===== src/rtl/mem_access_unit_pkg.sv =====
// mem_access_unit_pkg: shared FSM states, memory mode and request size encodings
package mem_access_unit_pkg;
  typedef enum logic [1:0] {
    ST_IDLE   = 2'd0,
    ST_ACCESS = 2'd1,
    ST_RESP   = 2'd2
  } state_e;
  localparam logic [2:0] MODE_IDLE = 3'd0;
  localparam logic [2:0] MODE_BYTE = 3'd1;
  localparam logic [2:0] MODE_WORD = 3'd2;
  localparam logic SIZE_BYTE = 1'b0;
  localparam logic SIZE_WORD = 1'b1;
endpackage


===== src/rtl/mem_access_unit_load_extend.sv =====
// load_extend: combinational load-data extension.
// Ports: raw (memory read data), size (0 byte / 1 word), is_unsigned
// (zero-extend byte loads), ext (extended result; words pass through).
module load_extend
  import mem_access_unit_pkg::*;
(
  input  logic [31:0] raw,
  input  logic        size,
  input  logic        is_unsigned,
  output logic [31:0] ext
);
  assign ext = (size == SIZE_WORD) ? raw : {{24{raw[7] & ~is_unsigned}}, raw[7:0]};
endmodule


===== src/rtl/mem_access_unit.sv =====
// mem_access_unit: single-request CPU load/store unit driving a simple memory port.
// Ports: clk, reset (async active-low); req_* CPU request with req_ready handshake;
// resp_valid/resp_rdata/resp_err one-cycle completion; mem_* memory beat interface.
// TIMEOUT bounds the wait for mem_ready on each beat.
// Macro MEM_UNALIGNED_SPLIT_EN: misaligned words run as four byte beats instead of
// returning an error.
module mem_access_unit #(
  parameter int unsigned TIMEOUT = 255
) (
  input  logic        clk,
  input  logic        reset,
  input  logic        req_valid,
  output logic        req_ready,
  input  logic        req_write,
  input  logic        req_size,
  input  logic        req_unsigned,
  input  logic [31:0] req_addr,
  input  logic [31:0] req_wdata,
  output logic        resp_valid,
  output logic [31:0] resp_rdata,
  output logic        resp_err,
  output logic [31:0] mem_addr,
  output logic [31:0] mem_wdata,
  output logic [2:0]  mem_mode,
  output logic        mem_write,
  output logic        mem_read,
  input  logic [31:0] mem_rdata,
  input  logic        mem_ready
);
  import mem_access_unit_pkg::*;
  state_e state_q, state_d;
  logic write_q, write_d, size_q, size_d, uns_q, uns_d, err_q, err_d;
  logic [31:0] addr_q, addr_d, wdata_q, wdata_d, rdata_q, rdata_d;
  logic [15:0] wait_q, wait_d;
  logic [31:0] ext_rdata, beat_addr;
  logic [7:0] beat_byte;
  logic acc, misaligned, timeout, last_beat, beat_word;
  assign misaligned = (req_size == SIZE_WORD) && (req_addr[1:0] != 2'b00);
  // the final waiting cycle: mem_ready still wins here, only its absence times out
  assign timeout = wait_q == 16'(TIMEOUT - 1);
`ifdef MEM_UNALIGNED_SPLIT_EN
  logic split_q, split_d;
  logic [1:0] beat_q, beat_d;
  assign last_beat = !split_q || beat_q == 2'd3;
  assign beat_word = !split_q && size_q == SIZE_WORD;
  assign beat_addr = addr_q + {30'b0, beat_q};
  assign beat_byte = split_q ? wdata_q[{beat_q, 3'b000} +: 8] : wdata_q[7:0];
`else
  assign last_beat = 1'b1;
  assign beat_word = size_q == SIZE_WORD;
  assign beat_addr = addr_q;
  assign beat_byte = wdata_q[7:0];
`endif
  load_extend u_load_extend (
    .raw        (mem_rdata),
    .size       (size_q),
    .is_unsigned(uns_q),
    .ext        (ext_rdata)
  );
  always_comb begin
    state_d = state_q;
    write_d = write_q;
    size_d  = size_q;
    uns_d   = uns_q;
    addr_d  = addr_q;
    wdata_d = wdata_q;
    rdata_d = rdata_q;
    err_d   = err_q;
    wait_d  = wait_q;
`ifdef MEM_UNALIGNED_SPLIT_EN
    split_d = split_q;
    beat_d  = beat_q;
`endif
    case (state_q)
      ST_IDLE: if (req_valid) begin
        write_d = req_write;
        size_d  = req_size;
        uns_d   = req_unsigned;
        addr_d  = req_addr;
        wdata_d = req_wdata;
        rdata_d = '0;
        wait_d  = '0;
`ifdef MEM_UNALIGNED_SPLIT_EN
        split_d = misaligned;
        beat_d  = '0;
        err_d   = 1'b0;
        state_d = ST_ACCESS;
`else
        err_d   = misaligned;
        state_d = misaligned ? ST_RESP : ST_ACCESS;
`endif
      end
      ST_ACCESS: if (mem_ready) begin
        wait_d = '0;
`ifdef MEM_UNALIGNED_SPLIT_EN
        // split loads assemble little-endian, one byte lane per beat
        if (!write_q && split_q) rdata_d[{beat_q, 3'b000} +: 8] = mem_rdata[7:0];
        else if (!write_q) rdata_d = ext_rdata;
        beat_d = beat_q + 2'd1;
`else
        if (!write_q) rdata_d = ext_rdata;
`endif
        if (last_beat) state_d = ST_RESP;
      end else if (timeout) begin
        err_d   = 1'b1;
        rdata_d = '0;
        state_d = ST_RESP;
      end else begin
        wait_d = wait_q + 16'd1;
      end
      ST_RESP: state_d = ST_IDLE;
      default: state_d = ST_IDLE;
    endcase
  end
  always_ff @(posedge clk or negedge reset) begin
    if (!reset) begin
      state_q <= ST_IDLE;
      write_q <= 1'b0;
      size_q  <= 1'b0;
      uns_q   <= 1'b0;
      addr_q  <= '0;
      wdata_q <= '0;
      rdata_q <= '0;
      err_q   <= 1'b0;
      wait_q  <= '0;
`ifdef MEM_UNALIGNED_SPLIT_EN
      split_q <= 1'b0;
      beat_q  <= '0;
`endif
    end else begin
      state_q <= state_d;
      write_q <= write_d;
      size_q  <= size_d;
      uns_q   <= uns_d;
      addr_q  <= addr_d;
      wdata_q <= wdata_d;
      rdata_q <= rdata_d;
      err_q   <= err_d;
      wait_q  <= wait_d;
`ifdef MEM_UNALIGNED_SPLIT_EN
      split_q <= split_d;
      beat_q  <= beat_d;
`endif
    end
  end
  // outputs decode straight from state so reset drops strobes without a clock edge
  assign acc        = state_q == ST_ACCESS;
  assign req_ready  = reset && state_q == ST_IDLE;
  assign resp_valid = state_q == ST_RESP;
  assign resp_rdata = resp_valid ? rdata_q : '0;
  assign resp_err   = resp_valid && err_q;
  assign mem_mode   = !acc ? MODE_IDLE : beat_word ? MODE_WORD : MODE_BYTE;
  assign mem_read   = acc && !write_q;
  assign mem_write  = acc && write_q;
  assign mem_addr   = acc ? beat_addr : '0;
  assign mem_wdata  = !acc ? '0 : beat_word ? wdata_q : {24'b0, beat_byte};
endmodule


===== config.mk =====
export PLATFORM = sky130hd
export DESIGN_NAME = mem_access_unit
export DESIGN_NICKNAME = d
export VERILOG_FILES = /design/src/rtl/mem_access_unit_pkg.sv /design/src/rtl/mem_access_unit_load_extend.sv /design/src/rtl/mem_access_unit.sv
export SDC_FILE = /design/constraint.sdc
export NUM_CORES = 1
export LEC_CHECK = 0
export CORE_ASPECT_RATIO = 1.75
export CORE_MARGIN = 2
export CORE_UTILIZATION = 45
export CTS_CLUSTER_DIAMETER = 40
export CTS_CLUSTER_SIZE = 8
export DETAILED_ROUTE_END_ITERATION = 10
export PLACE_DENSITY_LB_ADDON = 0.2
export SETUP_SLACK_MARGIN = 0.02
export SLEW_MARGIN = 20
export SYNTH_ARGS = -nofsm -noshare
export SYNTH_HDL_FRONTEND = slang
export SYNTH_SLANG_ARGS = --single-unit
export TNS_END_PERCENT = 30

===== constraint.sdc =====
create_clock -name clk -period 5.3 [get_ports clk]
set_clock_uncertainty 0.05 [all_clocks]
set_input_delay 0.53 -clock clk [delete_from_list [all_inputs] [get_ports clk]]
set_output_delay 0.53 -clock clk [all_outputs]
set_load 0.03 [all_outputs]

# Yosys cells after proc, flatten, opt, wreduce, memory -nomap -nowiden
# Cells that the tools add are included.
[word_totals]
register_bits = 118
[classes]
n_addsub = 1
eq_ne = 9
n_mux = 25
bitwise_logic = 2
reduce_logical = 14
[op_table]
columns = ["op", "count"]
rows = [
  ["32-bit 2-to-1 mux", 9],
  ["32-bit one-hot mux with 2 select lines", 1],
  ["16-bit 2-to-1 mux", 3],
  ["16-bit one-hot mux with 2 select lines", 1],
  ["16-bit by 1-bit adder with 16-bit output, second input constant", 1],
  ["16-bit by 8-bit equality test with 1-bit output, second input constant", 1],
  ["2-bit 2-to-1 mux", 6],
  ["4-bit AND reduction", 2],
  ["3-bit != test, second input constant", 2],
  ["1-bit logical AND", 5],
  ["2-bit != test, second input constant", 2],
  ["2-bit one-hot mux with 2 select lines", 1],
  ["2-bit AND reduction", 2],
  ["2-bit nonzero test", 2],
  ["1-bit 2-to-1 mux", 3],
  ["3-bit by 2-bit != test with 1-bit output, second input constant", 1],
  ["3-bit AND reduction", 1],
  ["2-bit by 1-bit equality test with 1-bit output, second input constant", 1],
  ["2-bit equality test, second input constant", 1],
  ["2-bit logical NOT", 1],
  ["2-bit by 1-bit != test with 1-bit output, second input constant", 1],
  ["1-bit one-hot mux with 2 select lines", 1],
  ["1-bit bitwise AND", 1],
  ["1-bit logical NOT", 1],
  ["1-bit inverter", 1],
]

# Longest topological paths before layout
[logic_depth]
word_depth = 6
ltp_mapped = 8
depth_no_buf = 7

# Modules after synthesis
# From an unflattened synthesis, not the netlist that was laid out.
[unflattened]
hier_cells = 506
hier_area_um2 = 5765.5
[modules_own_cells]
columns = ["module", "instances", "cells_each", "area_per_inst_um2", "seq_area_each_um2"]
rows = [
  ["mem_access_unit", 1, 468, 5465.2, 2952.8],
  ["load_extend", 1, 38, 300.3, 0.0],
]

# Worst setup path before layout
# OpenSTA, ideal clock, no wires.
[synth_path]
path_type = "register -> register"
start = "register wait_q[0]"
end = "register rdata_q[13]"
setup_time_ps = 136
arrival_time_ps = 2085
path_slack_ps = 3030
stages_incl_launch_ff = 9
n_path_buf = 1
path_cell_list = "dfrtp_1 > inv_1 > ha_1 > or4b_1 > or4_4 > nand2_4 > nand3_4 > buf_6 > o2bb2ai_1"
[synth_via]
elab_chain_len = 3
[synth_rtl]
columns = ["item", "line", "rtl"]
rows = [
  ["start: declaration", "mem_access_unit.sv:34", "logic [15:0] wait_q, wait_d;"],
  ["start signal: assignment", "mem_access_unit.sv:139", "wait_q <= wait_d;"],
  ["16-bit by 8-bit equality test with 1-bit output", "mem_access_unit.sv:40", "assign timeout = wait_q == 16'(TIMEOUT - 1);"],
  ["3-bit by 2-bit != test with 1-bit output (no source line)", "--", ""],
  ["4-bit AND reduction (no source line)", "--", ""],
  ["end signal: assignment", "mem_access_unit.sv:137", "rdata_q <= rdata_d;"],
  ["end: declaration", "mem_access_unit.sv:33", "logic [31:0] addr_q, addr_d, wdata_q, wdata_d, rdata_q, rdata_d;"],
]
# No other way between the ends.
# A chain may end at the register's enable or synchronous reset.

# Worst setup path in the final report
[layout_path]
start = "register state_q[1]"
end = "output port resp_rdata[20]"
[layout_via]
elab_chain_len = 2
[layout_rtl]
columns = ["item", "line", "rtl"]
rows = [
  ["start: declaration", "mem_access_unit.sv:31", "state_e state_q, state_d;"],
  ["start signal: assignment", "mem_access_unit.sv:131", "state_q <= state_d;"],
  ["2-bit equality test", "mem_access_unit.sv:149", "assign resp_valid = state_q == ST_RESP;"],
  ["32-bit 2-to-1 mux", "mem_access_unit.sv:150", "assign resp_rdata = resp_valid ? rdata_q : '0;"],
  ["end: declaration", "mem_access_unit.sv:20", "output logic [31:0] resp_rdata,"],
]
# No other way between the ends.

==> metrics <==
status complete, no violations; Nets 799; Mapped Cells 500; initial antenna violation count 0; Fin Setup TNS 0 ns; average size of a mapped cell 11.4 µm²; antenna-violating nets left 0; # Max-Cap Violations 0; EDFF count, synth 0; Core ar. 0.0124 mm²; synthesized flop and latch total 118; leak pwr 3.54 nW; Util after Layout between 60% and 70%; switching pwr approximately 1.6 mW; Least-Margin Pin Slew 1.09 ns; cell area after layout 0.00846 mm²; row cnt 54; Max Slew Vio Count 0; RSZ-0062 raised after global routing false; reg-to-reg slack, setup 2.63 ns; Seq pwr share 34.0%; first-pass iteration count of the detailed router 4; Post-CTS Setup Inserts 0; Fin. Hold Viols 0; Root Driver clkbuf_16; f_max 307 MHz; post-DP HPWL 10900 µm; worst flop-to-flop path startpoint wait_q[0]; Final Critical Period 3.25 ns; CTS Buf Count 17; DRC 0; Hold-fix buffers, CTS 0; Net Sw Frac 35.9%; Antenna Cells 0; clock network fraction of total power 26.2%; Netlist cell types 45; Synth Flop Type dfrtp_1; # setup viols final 0; clock buffer depth 2; WL final about 15000 µm; Initial Util 45.8%; GPL Wtd Cong about 0.91; vias 4588; R2R cell count 7; Final Non-Filler Cells 875; Reg-to-Reg End rdata_q[25]; layout cell share with drive strength beyond 1 between 10% and 20%; asr flop ratio synth 100%; crit path kind reg2out; Comb pwr share 39.8%; Net Count, Synth between 600 and 700; htree depth 4; gr ovfl total 0; first-pass GRT wire length 24200 µm; Post-Syn Area 0.00569 mm²; crit path max fanout 24; PD cells 516 mW/mm²; DP Area between 0.007 and 0.008 mm²; CTS tree built; Final Cycle Share 61.4%; worst-skew pair later-pin latency 0.41 ns; synthesis-to-layout area growth 48.6%; Max-slew headroom 26.8%; vias per cell approximately 5.2; dpl cells 842; WL/cell around 17 µm; worst endpoint required time approximately 4.7 ns; Gates resized, CTS repair 0; Worst VDD drop between 0.3 and 0.4 mV; Worst Hold Class in2async; P_int between 2 and 3 mW; sequential share of the synthesized area roughly half; I/O pin count 207; Clock Pin Slew Worst Setup and Hold Paths 0.06 ns; Critical Path AT 2.67 ns; Die Y 153 µm; DR iter-0 viols 256; Die Wd slightly below 90 µm; Critical Path Source Type flop; vias in the first global route 4698; total die area 0.0136 mm²; GRT Overall Usage 23.0%; I/O Buffers 205; Worst setup EP type primary output; pin count of the biggest net entering global routing 73; CTS sink count 118; total power around 4.4 mW; total number of yosys warnings 0
critical path: stages, from the launching register on:
cell	delay (ns)
dfrtp_1	0.45
nor2b_1	0.60
buf_4	0.35
and2_1	0.19
clkdlybuf4s50_1	0.68
cells by family after synthesis:
family	share of synthesized area, %
multiplexers	14.7
flip-flops	51.9
AND/OR/NAND/NOR	20.1
adder cells (fa/ha/maj)	0.440
other	0.0659
buffers and inverters	3.14
AO/OA/AOI/OAI	9.52
XOR/XNOR	0.154
state kept, by name, summed over array words and instances (netlist names):
| register | count |
|---|---|
| wait_q | 16 |
| wdata_q | 32 |
| addr_q | 32 |
| err_q | 1 |
| rdata_q | 32 |
| uns_q | 1 |
| beat_word | 1 |
| state_q | 2 |
| write_q | 1 |
placed cells by master, fill, tap and decap left out, types with 5 or more instances in the layout:
cell type | Yosys | layout
nand4_1 | 8 | 8
nand2_1 | 14 | 14
dfrtp_1 | 118 | 118
buf_4 | 1 | 6
a21oi_1 | 8 | 8
o21ai_0 | 22 | 22
mux2i_1 | 8 | 8
clkinv_4 | 0 | 5
o2bb2ai_1 | 29 | 29
mux2_2 | 67 | 67
clkdlybuf4s50_1 | 0 | 204
inv_6 | 0 | 6
and2_1 | 77 | 76
nor2_1 | 8 | 8
and3_1 | 27 | 27
nand3_1 | 9 | 9
clkbuf_16 | 0 | 17
nor2b_1 | 27 | 26
metrics by stage:
step	worst slack [ns]	hold WS, ns
global route	1.92	0.284
CTS	1.84	0.245
finish	2.05	0.197
floorplan	3.03	0.184
global placement	2.42	0.413
detailed placement	2.31	0.416
cells in the mapped netlist (all sizes together), types with 3 or more instances:
cell | instances | area (µm²)
nand2 | 16 | 70.1
and2 | 77 | 482
dfrtp | 118 | 2950
a21oi | 8 | 40.0
nor4 | 4 | 25.0
nand3 | 10 | 62.6
nor2b | 27 | 169
buf | 7 | 55.1
o21ai | 23 | 115
mux2 | 67 | 754
nand4 | 8 | 50.1
nor2 | 8 | 30.0
inv | 4 | 15.0
and3 | 27 | 169
or3 | 3 | 18.8
mux2i | 8 | 80.1
o2bb2ai | 32 | 299
clkbuf | 29 | 109
per-layer routing:
| layer | vias up | share of wire [%] | GRT usage, % |
|---|---|---|---|
| met3 | 14 | 6.9 | 7.91 |
| met1 | 2258 | 36 | 25.2 |
| li1 | 2150 | - | - |
| met5 | - | 0 | 0 |
| met2 | 166 | 55 | 41.0 |
| met4 | 0 | 1.4 | 6.89 |
power groups by stage:
stage / registers, mW / clock network, mW / logic [mW]
6_report: 1.48 / 1.14 / 1.74
5_1_grt: 1.53 / 1.21 / 1.87
4_1_cts: 1.48 / 1.17 / 1.74
3_5_place_dp: 1.50 / 0 / 1.73
3_3_place_gp: 1.48 / 0 / 1.69
2_1_floorplan: 1.39 / 0 / 1.20
layout make-up:
cell class	instances	area, µm²
Multi-Input combinational cell	342	2570
Sequential cell	118	2950
Fill cell	993	3980
Clock buffer	17	425
Tap cell	168	210
Clock inverter	15	169
Timing Repair Buffer	211	2110
Inverter	4	15.0
worst max-delay path by stage:
stage,from,endpoint,slack [ns],depth (start not counted)
global placement,state_q[0],mem_wdata[30],2.42,3
detailed placement,state_q[0],mem_wdata[18],2.31,3
global route,state_q[1],resp_rdata[20],1.92,4
CTS,state_q[0],mem_wdata[18],1.84,3
finish,state_q[1],resp_rdata[20],2.05,4
floorplan,wait_q[0],rdata_q[13],3.03,8
Power figures use the tool's default switching activity.
